==> src/rtl/alu_op_sequencer.sv <==
// rtl/alu_op_sequencer.sv - four-state ALU command sequencer; optional result self-check under ALU_SEQ_CHECK_EN
module alu_op_sequencer #(
  parameter int TAG_W = 4
) (
  input  logic             clk,
  input  logic             rst,
  input  logic             cmd_valid,
  output logic             cmd_ready,
  input  logic [2:0]       cmd_op,
  input  logic [31:0]      cmd_a,
  input  logic [31:0]      cmd_b,
  input  logic [TAG_W-1:0] cmd_tag,
  output logic [31:0]      alu_in_1,
  output logic [31:0]      alu_in_2,
  output logic [2:0]       alu_op,
  input  logic [31:0]      alu_out_res,
  output logic             rsp_valid,
  input  logic             rsp_ready,
  output logic [31:0]      rsp_data,
  output logic [TAG_W-1:0] rsp_tag,
  output logic [7:0]       op_count,
  output logic             chk_err
);

  typedef enum logic [1:0] {IDLE, EXEC, CAPT, RESP} state_t;

  state_t             state_q, state_d;
  logic               cmd_ready_q, cmd_ready_d;
  logic [31:0]        alu_in_1_q, alu_in_2_q;
  logic [2:0]         alu_op_q;
  logic [TAG_W-1:0]   tag_q;
  logic               rsp_valid_q;
  logic [31:0]        rsp_data_q;
  logic [TAG_W-1:0]   rsp_tag_q;
  logic [7:0]         op_count_q;
  logic               accept, capture, rsp_fire;

  always_ff @(posedge clk) begin
    if (rst) state_q <= IDLE;
    else     state_q <= state_d;
  end

  always_comb begin
    state_d = state_q;
    case (state_q)
      IDLE:    if (cmd_valid && cmd_ready_q) state_d = EXEC;
      EXEC:    state_d = CAPT;
      CAPT:    state_d = RESP;
      RESP:    if (rsp_ready) state_d = IDLE;
      default: state_d = IDLE;
    endcase
  end

  // cmd_ready is registered from the next state so it never depends on cmd_valid in the same cycle
  always_comb begin
    accept      = (state_q == IDLE) && cmd_valid && cmd_ready_q;
    capture     = (state_q == CAPT);
    rsp_fire    = (state_q == RESP) && rsp_valid_q && rsp_ready;
    cmd_ready_d = (state_d == IDLE);
  end

  always_ff @(posedge clk) begin
    if (rst) begin
      cmd_ready_q <= 1'b0;
      alu_in_1_q  <= '0;
      alu_in_2_q  <= '0;
      alu_op_q    <= '0;
      tag_q       <= '0;
      rsp_valid_q <= 1'b0;
      rsp_data_q  <= '0;
      rsp_tag_q   <= '0;
      op_count_q  <= '0;
    end else begin
      cmd_ready_q <= cmd_ready_d;
      if (accept) begin
        alu_in_1_q <= cmd_a;
        alu_in_2_q <= cmd_b;
        alu_op_q   <= cmd_op;
        tag_q      <= cmd_tag;
      end
      if (capture) begin
        rsp_data_q  <= alu_out_res;
        rsp_tag_q   <= tag_q;
        rsp_valid_q <= 1'b1;
      end else if (rsp_fire) begin
        rsp_valid_q <= 1'b0;
        op_count_q  <= op_count_q + 8'd1;
      end
    end
  end

`ifdef ALU_SEQ_CHECK_EN
  logic chk_err_q;

  function automatic logic [31:0] alu_model(input logic [2:0] op, input logic [31:0] a,
                                            input logic [31:0] b);
    case (op)
      3'b000:  return a;
      3'b001:  return a + b;
      3'b010:  return a - b;
      3'b011:  return a & b;
      3'b100:  return a | b;
      3'b101:  return a + 32'd1;
      3'b110:  return a - 32'd1;
      default: return b;
    endcase
  endfunction

  // Sticky until reset; the response itself is passed through untouched
  always_ff @(posedge clk) begin
    if (rst)
      chk_err_q <= 1'b0;
    else if (capture && (alu_out_res != alu_model(alu_op_q, alu_in_1_q, alu_in_2_q)))
      chk_err_q <= 1'b1;
  end

  assign chk_err = chk_err_q;
`else
  assign chk_err = 1'b0;
`endif

  assign cmd_ready = cmd_ready_q;
  assign alu_in_1  = alu_in_1_q;
  assign alu_in_2  = alu_in_2_q;
  assign alu_op    = alu_op_q;
  assign rsp_valid = rsp_valid_q;
  assign rsp_data  = rsp_data_q;
  assign rsp_tag   = rsp_tag_q;
  assign op_count  = op_count_q;

endmodule

==> config.mk <==
export PLATFORM = sky130hd
export DESIGN_NAME = alu_op_sequencer
export DESIGN_NICKNAME = d
export VERILOG_FILES = /design/src/rtl/alu_op_sequencer.sv
export SDC_FILE = /design/constraint.sdc
export NUM_CORES = 1
export LEC_CHECK = 0
export ABC_AREA = 1
export CAP_MARGIN = 10
export CORE_MARGIN = 2
export CORE_UTILIZATION = 40
export CTS_CLUSTER_DIAMETER = 40
export DETAILED_ROUTE_END_ITERATION = 10
export PLACE_DENSITY = 0.78
export SYNTH_ARGS = -nofsm -noshare
export SYNTH_HDL_FRONTEND = slang
export SYNTH_SLANG_ARGS = --single-unit
==> constraint.sdc <==
create_clock -name clk -period 1.3 [get_ports clk]
set_input_delay 0.195 -clock clk [delete_from_list [all_inputs] [get_ports clk]]
set_output_delay 0.195 -clock clk [all_outputs]
set_load 0.05 [all_outputs]
Word level (Yosys, flattened, before mapping)
Cells that the tools add are included.
{ "totals": {"inputBits": 107, "regBits": 119} }
{ "op_classes": {"reduce_logical": 9, "mux": 5, "bitwise": 1, "n_addsub": 1, "eq_ne": 3} }
{ "op_table": {"columns": ["cell", "n"], "rows": [
  ["adder 8 x 1 -> 8 bit (second input constant)", 1],
  ["case mux 2 bit (4 select lines)", 1],
  ["logical AND 1 bit", 5],
  ["== test 2 bit (second input constant)", 2],
  ["zero test 2 bit", 2],
  ["two-way mux 2 bit", 2],
  ["== test 2 x 1 -> 1 bit (second input constant)", 1],
  ["two-way mux 1 bit", 2],
  ["AND reduction 2 bit", 1],
  ["nonzero test 2 bit", 1],
  ["NOT 1 bit", 1]
]} }

Logic depth before layout (Yosys ltp)
{ "depth": {"ltp_word": 5, "mapped_depth": 7} }

Least setup slack after synthesis
OpenSTA, ideal clock, no wires.
{ "synth_timing": {"path_type": "register to register", "start": "register op_count_q[1] (netlist: op_count[1])", "end": "register op_count_q[6] (netlist: op_count[6])", "setup_ps": 113, "arrival_ps": 1341, "stages_incl_launch_ff": 7, "setup_slack_ps": -154, "required_ps": 1187, "path_cell_list": "dfxtp_1 -> ha_1 -> inv_1 -> nor2_1 -> nand3_1 -> nor2_1 -> nor2_1"} }
{ "synth_via": {"elab_chain_len": 1} }
{ "synth_rtl": {"columns": ["element", "line", "rtl"], "rows": [
  ["from (decl)", "35", "logic [7:0] op_count_q;"],
  ["from (signal assigned)", "87", "op_count_q <= op_count_q + 8'd1;"],
  ["adder 8 x 1 -> 8 bit", "87", null]
]} }
No other way between the ends.
A chain may end at the register's enable or synchronous reset.

Final worst setup path
{ "layout_timing": {"start": "register alu_in_1_q[11] (netlist: alu_in_1[11])", "end": "output alu_in_1[11]"} }
{ "layout_rtl": {"columns": ["element", "line", "rtl"], "rows": [
  ["from (decl)", "29", "logic [31:0] alu_in_1_q, alu_in_2_q;"],
  ["from (signal assigned)", "76", "alu_in_1_q <= cmd_a;"],
  ["to (decl)", "13", "output logic [31:0] alu_in_1,"]
]} }
No word-level cell between the ends.

==> results.toml <==
[cts]
h-tree-depth = 4
clock_latency_ns = 0.50
clkTransAtPathRegs_ns = 0.06
numCtsBuffers = 17
cts_max_path_buffers = 2
clock-root-buffer = "clkbuf_8"
cts_hold_buf = 0
clock-sinks = 119
tritoncts = "done"

[synth]
syn_area_per_cell_sq_um = 7.910
syn-num-nets = 652
ys_warn_count = 0
synth_seq_cells = 119
syn-cell-area_sq_um = 4303
synth_seq_area_share = 0.5536
syn_inst = 544
synth_cell_types = 24

[routing]
drc = 0
dr_total_vias = 4495
post_drt_wl_per_cell_microns = 15.48
drt-initial-drc-count = 201
dr.pass1.iters = 7
viasPerCell = 4.907
antenna_left = 0
routed_wl_mm = 14.18

[floorplan]
num_io_pins = 221
core_area_sq_um = 10370
dieArea_sq_um = 11600
initial_core_util = 0.4149
die-width_microns = 107.7
die_h_microns = 107.7
rows = 37

[hold_path]
hold_class = "in -> reg"

[power_and_ir_drop]
power.density_nw_per_um2 = 1527
p_leak_nw = 3.390
p_total_mw = 12.79
vdd_ir_drop_max_uv = 906.0

[placed_design]
io_buffers = 219
place_congestion = 0.8142
dp_hpwl_mm = 10.53

[outcome]
status = "complete, no violations"

[critical_path]
slowest_stage = "dfxtp_1"
required_ns = 1.11
cp-start-kind = "flop"
path_buf_inv = 1
path_max_fanout = 2
endpoint_kind = "output port"
crit_chain = "buf_12"
crit_arrival_ns = 1.07
max_stage_delay_ns = 0.41
crit_family = "flip-flops"
worstSetupPathType = "reg -> out"

[finish]
syn_to_final_growth_pct = 94.62
mostFrequentLayoutCells = "216 x nor2_1, 119 x buf_12, 108 x dfxtp_1"
post-route-util = 0.8076
diodes = 0
layout_commonest_cell = "nor2_1"
nets = 876
layout-drive-gt1-share = 0.2526

[global_routing]
grt.overflow.total = 0
grt_pass1_vias = 4583
grt.total_usage = 0.2427
antenna_found_initial = 0
grt_pass1_wl_mm = 22.19
grt_max_degree = 63

[sta]
fin_crit_ns = 1.261
clock_skew_ns = 0.009919
timing.fmax_mhz = 792.9
hold_slack_ns = 0.2847
tns_ns = 0
hold_viol = 0
setup-violations-final = 0
report.final.slew_viol_count = 0
finalCritPeriodShare = 0.9702
rsz0062_at_grt = "true"

[run]
maxCapViolCount = 0
-- final timing paths --
path	start	endpoint	cells after the start	slack [ns]
worst max register to register	state_q[1]	alu_in_2[20]	5	0.05
worst min-delay path	alu_out_res[15]	rsp_data[15]	3	0.28
worst min register to register	tag_q[0]	tag_q[0]	2	0.49
worst max-delay path	alu_in_1[11]	alu_in_1[11]	1	0.04
-- cells by family after synthesis --
| kind of cell | count (synthesis) | synth area share |
|---|---|---|
| flops | 119 | 0.5536 |
| buf+inv | 50 | 0.06484 |
| fa+ha+maj | 1 | 0.002907 |
| compound gates | 116 | 0.1358 |
| other cells | 1 | 0.0008715 |
| simple gates | 257 | 0.2419 |
-- area by class of cell --
class	instances	area [sq um]
fill	642	1996
inverter	16	65.06
multi-input combinational	376	1660
clock inverter	12	106.4
timing repair buffer	238	3545
tap	136	170.2
clock buffer	19	431.7
sequential	119	2396
-- registers in the layout (all words and copies together), names as in the netlist, 2 cells and up --
signal	count
alu_in_1	32
alu_in_2	32
rsp_data	32
op_count	8
rsp_tag	4
tag_q	4
alu_op	3
state_q	2
-- through the flow --
stage	worst slack, ns	cells	instance area [sq um]
floorplan	0.02759	544	4309
global placement	-0.1927	883	7799
detailed placement	-0.2821	883	7799
CTS	0.004590	914	8339
global route	-0.005406	916	8374
finish	0.03874	916	8374
-- layer usage --
layer / part of all wire / global-route usage / up-vias / routed length [microns]
li1: - / - / 2176 / -
met3: 0.089 / 0.09322 / 25 / 1266
met5: 0 / 0 / - / 0
met4: 0.023 / 0.09249 / 0 / 333
met2: 0.52 / 0.4465 / 174 / 7388
met1: 0.37 / 0.2458 / 2120 / 5196
-- synthesized netlist by cell type (all sizes together) --
library cell | instances | area, sq um
buf | 16 | 135.1
nor2 | 229 | 897.1
conb | 1 | 3.750
dfxtp | 119 | 2382
nor3 | 1 | 5.000
nand3 | 6 | 35.03
inv | 16 | 65.06
ha | 1 | 12.51
a21oi | 6 | 33.78
nand4 | 3 | 33.78
clkbuf | 18 | 78.82
nand2 | 18 | 70.07
o21ai | 110 | 550.5
-- report_power, final --
group	internal [mW]	switching (mW)
sequential	4.05	0.425
combinational	1.98	2.13
clock	2.56	1.64
total	8.59	4.20
-- timing repair --
action                     in CTS  in global routing
setup endpoints to repair       3                 32
pin swaps                       0                  1
resized for setup               3                 15
gates cloned                    0                  1
setup buffers                   0                  1
(Power assumes the default switching activity.)
==> RTL change 1, RTL diff (config.mk and constraints unchanged) <==
Encoding of `state_t`: now one-hot (4 bits for 4 states).
--- a/src/rtl/alu_op_sequencer.sv
+++ b/src/rtl/alu_op_sequencer.sv
@@ -22,7 +22,7 @@
   output logic             chk_err
 );
 
-  typedef enum logic [1:0] {IDLE, EXEC, CAPT, RESP} state_t;
+  typedef enum logic [3:0] {IDLE = 4'b0001, EXEC = 4'b0010, CAPT = 4'b0100, RESP = 4'b1000} state_t;
 
   state_t             state_q, state_d;
   logic               cmd_ready_q, cmd_ready_d;
Behaviour: no difference found for any inputs over 10 cycles, from zero or initial values and one cycle with rst high; not proved beyond that.
==> RTL change 1 against the original RTL <==
  * Final area rose by 2.0%
  * First-iteration DRC count rose by 4.5%
  * Synthesized area rose by 0.81%
  * Global-route usage rose by 1.4 points
  * Sequential cell count rose by 2
  * Routed wire length rose by 6.8%
  * Die area rose by 0.79%
  * Fmax fell by 0.39%
  * Clock skew fell by 0.0018 ns
  * Setup slack got worse by 0.0049 ns
  * Highest routed layer unchanged
Power is not compared: it rests on default switching activity, and its combinational part moved more than twofold at a synthesized area within 25%.
==> RTL change 1: results (changes against the original RTL) <==
* Top cell types by occurrence after synthesis: 167 x sky130_fd_sc_hd__nand2_1, 121 x sky130_fd_sc_hd__dfxtp_1, 89 x sky130_fd_sc_hd__nor2_1, 79 x sky130_fd_sc_hd__a21oi_1, 39 x sky130_fd_sc_hd__o21ai_0
* Yosys cell types at 23 (-4.2%)
* Met2 WL at 7.91 mm (+7.0%)
* Estimated wirelength of the detail-placed design at 10.6 mm (+0.22%)
* Hold path startpoint: rst
* Tot GR Track Use at 0.256 (+0.0135)
* Register area at 2450 µm² (+2.1%)
* Number of fill cells in the layout at 659 (+2.6%)
* Critical path capture point: alu_in_1[18]
* Average cell area after synthesis at 7.69 µm² (-2.8%)
* Core Rows at 38 (+2.7%)
* Worst-case hold slack at 0.171 ns (-0.114 ns)
* Non-CTS buffers at 236 (-0.84%)
* Routed Antenna Nets at 0 (unchanged)
* Post-Layout Inst Area at 8540 µm² (+2.0%)
* Post-synthesis sequential area ratio at 0.558 (+0.00476)
* Worst R2R Path Depth at 7 (+2)
* Worst-case setup slack after placement at -0.289 ns (-0.00688 ns)
* Detail-routed via count per cell at 4.91 (about the same)
* Total setup buffers inserted after CTS at 2 (+2)
* Minimum setup slack among reg-to-reg paths at 0.08 ns (+0.03 ns)
* Post-Route Skew at 0.00808 ns (-0.00184 ns)
* Register bit count reported by yosys at 121 (+1.7%)
* Placed insts at 901 (+2.0%)
* Critical Path Start: alu_in_1[18]
* Multi-input combinational gate total at 391 (+4.0%)
* Biggest area contributors in the synthesized netlist: sky130_fd_sc_hd__dfxtp_1 56%, sky130_fd_sc_hd__nand2_1 14%, sky130_fd_sc_hd__a21oi_1 9.1%, sky130_fd_sc_hd__nor2_1 7.7%, sky130_fd_sc_hd__o21ai_0 4.5%
* Wire length on met1 at 5.35 mm (+2.9%)
* R2R Path Start: state_q[0]
* Post-place instance area at 7820 µm² (+0.26%)
* Result of the run: finished clean
* Routed wire length at 15.1 mm (+6.8%)
* Fraction of layout cells with a size suffix above 1 at 0.236 (-0.0161)
* Count of cells resized by post-cts repair at 5 (+2)
* Maximum number of pins on one net before global-route repair at 58 (-7.9%)
* Number of global-route vias before repair at 4755 (+3.8%)
* First-pass GRT wire length at 23.0 mm (+3.7%)
* Post-route setup slack at 0.0339 ns (-0.00489 ns)
* Hold Path Class: input port to flip-flop
* Total via count in the routed design at 4590 (+2.1%)
* Non-clock buffering overhead in the final layout at 0.419 (-0.00462)
* Multi-input logic portion of the cell area at 0.197 (-0.00102)
* Number of optimization iterations in the first detailed-route pass at 5 (-2)
* GP Congestion at 0.796 (-2.2%)
* Worst flop-to-flop path endpoint: alu_in_1[21]
* WL met3 at 1.60 mm (+27%)
* Clock distribution area overhead in the final layout at 0.0697 (+0.00546)
-- RTL change 1: cell types whose count changed in the layout (fill, tap and decap cells not counted), moves of 8 or more --
| cell | delta |
|---|---|
| sky130_fd_sc_hd__a21oi_1 | +72 |
| sky130_fd_sc_hd__dfxtp_2 | +8 |
| sky130_fd_sc_hd__nand2_1 | +150 |
| sky130_fd_sc_hd__nor2_1 | -128 |
| sky130_fd_sc_hd__nor2_2 | -10 |
| sky130_fd_sc_hd__o21ai_0 | -68 |
-- RTL change 1: cells by family after synthesis --
logic type / count (synthesis) / synth area share
other cells: 1 / 0.000864
flops: 121 / 0.558
buf+inv: 52 / 0.0606
compound gates: 118 / 0.136
fa+ha+maj: 1 / 0.00288
simple gates: 271 / 0.241
-- RTL change 1: per-layer routing --
layer,global-route usage,vias up
li1,-,2232
met5,0,-
met2,0.461,210
met4,0.0989,0
met1,0.258,2123
met3,0.117,25
==> RTL change 2, RTL diff (same settings) <==
Without the edit above. Build with the macro `ALU_SEQ_CHECK_EN` defined.
--- a/src/rtl/alu_op_sequencer.sv
+++ b/src/rtl/alu_op_sequencer.sv
@@ -1,4 +1,6 @@
 // rtl/alu_op_sequencer.sv - four-state ALU command sequencer; optional result self-check under ALU_SEQ_CHECK_EN
+`define ALU_SEQ_CHECK_EN
+
 module alu_op_sequencer #(
   parameter int TAG_W = 4
 ) (
Function: changed (a bounded check fails within 10 cycles, from zero or initial values and one cycle with rst high).
==> RTL change 2 against the original RTL <==
  * The run now ends with negative setup slack left
  * Final area increased by 110%
  * Sequential cell count up 1
  * Power is 79% higher
  * Synthesized area up 110%
  * Routed wire length rose to 3.5 times the old value
  * Cell count rose to 2.6 times the old value
  * Setup slack got worse by 3.1 ns
  * Largest cell class unchanged
  * Largest power group is now combinational logic
  * Highest routed layer unchanged
==> RTL change 2: results (changes against the original RTL) <==
* Placed insts at 2297 (+160%)
* Post-route setup slack at -3.09 ns (-3.13 ns)
* Post-Route Skew at 0.0157 ns (+0.00574 ns)
* Sum of negative setup slack at -8.90 ns (-8.90 ns)
* Hold endpoint: alu_in_2[7]
* Filler-free cell count of the finished design at 2373 (+160%)
* Result of the run: finished, violations left
* Violated checks: negative setup slack
* XOR/XNOR Fraction of Synth Area at 0.00583 (+0.00583)
* Yosys cell types at 34 (+42%)
* Worst flop-to-flop path endpoint: chk_err
* Crit-path max FO at 5 (+3)
* Tot GR Track Use at 0.352 (+0.110)
* Area fraction in compound gates after synthesis at 0.240 (+0.104)
* Total via count in the routed design at 13.6k (+200%)
* Post-synthesis sequential area ratio at 0.267 (-0.287)
* Max VDD drop at 0.971 mV (+7.2%)
* Net count after synthesis at 1691 (+160%)
* Arrival time at the worst endpoint at 4.73 ns (+3.66 ns)
* Worst R2R Path Depth at 32 (+27)
* Worst-case hold slack at 0.360 ns (+0.0756 ns)
* Routed length per placed instance at 20.7 µm (+34%)
* Biggest area contributors in the synthesized netlist: sky130_fd_sc_hd__dfxtp_1 27%, sky130_fd_sc_hd__nand2_1 15%, sky130_fd_sc_hd__o21ai_0 14%, sky130_fd_sc_hd__a21oi_1 8.8%, sky130_fd_sc_hd__inv_1 8.2%
* Highest cell delay on the worst timing path at 0.36 ns (-0.05 ns)
* Initial drt markers at 1679 (+740%)
* GP Congestion at 0.992 (+22%)
* Slowest-stage cell, CP: sky130_fd_sc_hd__dfxtp_4
* Fraction of the mapped netlist area in adder cells at 0.0480 (+0.0451)
* Number of fill cells in the layout at 1370 (+110%)
* Final setup vio count at 103 (+103)
* Critical Path Start: alu_in_2[0]
RTL change 2: changes by cell type after synthesis, moves of 14 or more:
cell,unedited run,this run
sky130_fd_sc_hd__nand3_1,5,110
sky130_fd_sc_hd__o21ai_0,110,253
sky130_fd_sc_hd__a21oi_1,5,159
sky130_fd_sc_hd__inv_1,11,197
sky130_fd_sc_hd__nand2_1,17,365
sky130_fd_sc_hd__nor3_1,1,15
sky130_fd_sc_hd__ha_1,1,33
sky130_fd_sc_hd__nand3b_1,0,22
sky130_fd_sc_hd__nor2_1,218,159
sky130_fd_sc_hd__clkbuf_1,9,50
RTL change 2: where the power goes:
part,switching (mW),total (mW),internal (mW),leakage (nW)
clock,2.15,5.05,2.90,0.297
sequential,0.361,4.42,4.06,1.00
combinational,7.41,13.4,5.97,6.66
RTL change 2: repair_timing:
item                       in CTS  in global routing
setup endpoints to repair      82                131
gates resized for setup        84                272
hold buffers                    0                  0
gates cloned                    2                 16
buffers inserted                8                 20
pin swaps                      23                 55
RTL change 2: worst max-delay path by stage:
stage / end / slack, ns / depth (start not counted)
floorplan: chk_err / -2.39 / 45
global placement: chk_err / -2.82 / 31
detailed placement: chk_err / -2.85 / 42
CTS: chk_err / -2.69 / 45
global route: chk_err / -3.28 / 42
finish: chk_err / -3.09 / 32
RTL change 2: metrics by stage:
step	area (µm²)	setup slack (ns)
6_report	17400	-3.09
5_1_grt	17400	-3.28
4_1_cts	16000	-2.69
3_5_place_dp	15000	-2.85
3_3_place_gp	15000	-2.82
2_1_floorplan	9160	-2.39
RTL change 2: cells by family (layout without fill, tap and decap cells):
kind of cell / after synthesis / in the layout
simple gates: 701 / 701
compound gates: 426 / 426
buf+inv: 263 / 805
flops: 120 / 120
fa+ha+maj: 34 / 34
xor+xnor: 6 / 6
other cells: 0 / 1
RTL change 2: critical path: cells and delay by family, from the launching register on:
family	cells	cell delay [ns]
DFF	1	0.36
and+or+nand+nor	18	2.05
adders and majority gates	2	0.46
buffers and inverters	8	0.80
AOI/OAI and AO/OA	4	0.63
RTL change 2: cell type report:
class                      count  area (µm²)  area share
inverter                     205         805      0.0462
sequential                   120        2480       0.142
timing repair buffer         567        6590       0.379
timing repair inverter         1        11.3    0.000647
antenna                        1        2.50    0.000144
multi-input combinational   1167        6560       0.377
tap                          280         350      0.0201
clock buffer                  19         475      0.0273
clock inverter                13         129     0.00741
RTL change 2: routing by layer:
layer / track usage / wire length, µm
met3: 0.0823 / 5700
met4: 0.105 / 2500
met2: 0.556 / 21900
met1: 0.479 / 19100
met5: 0 / 0
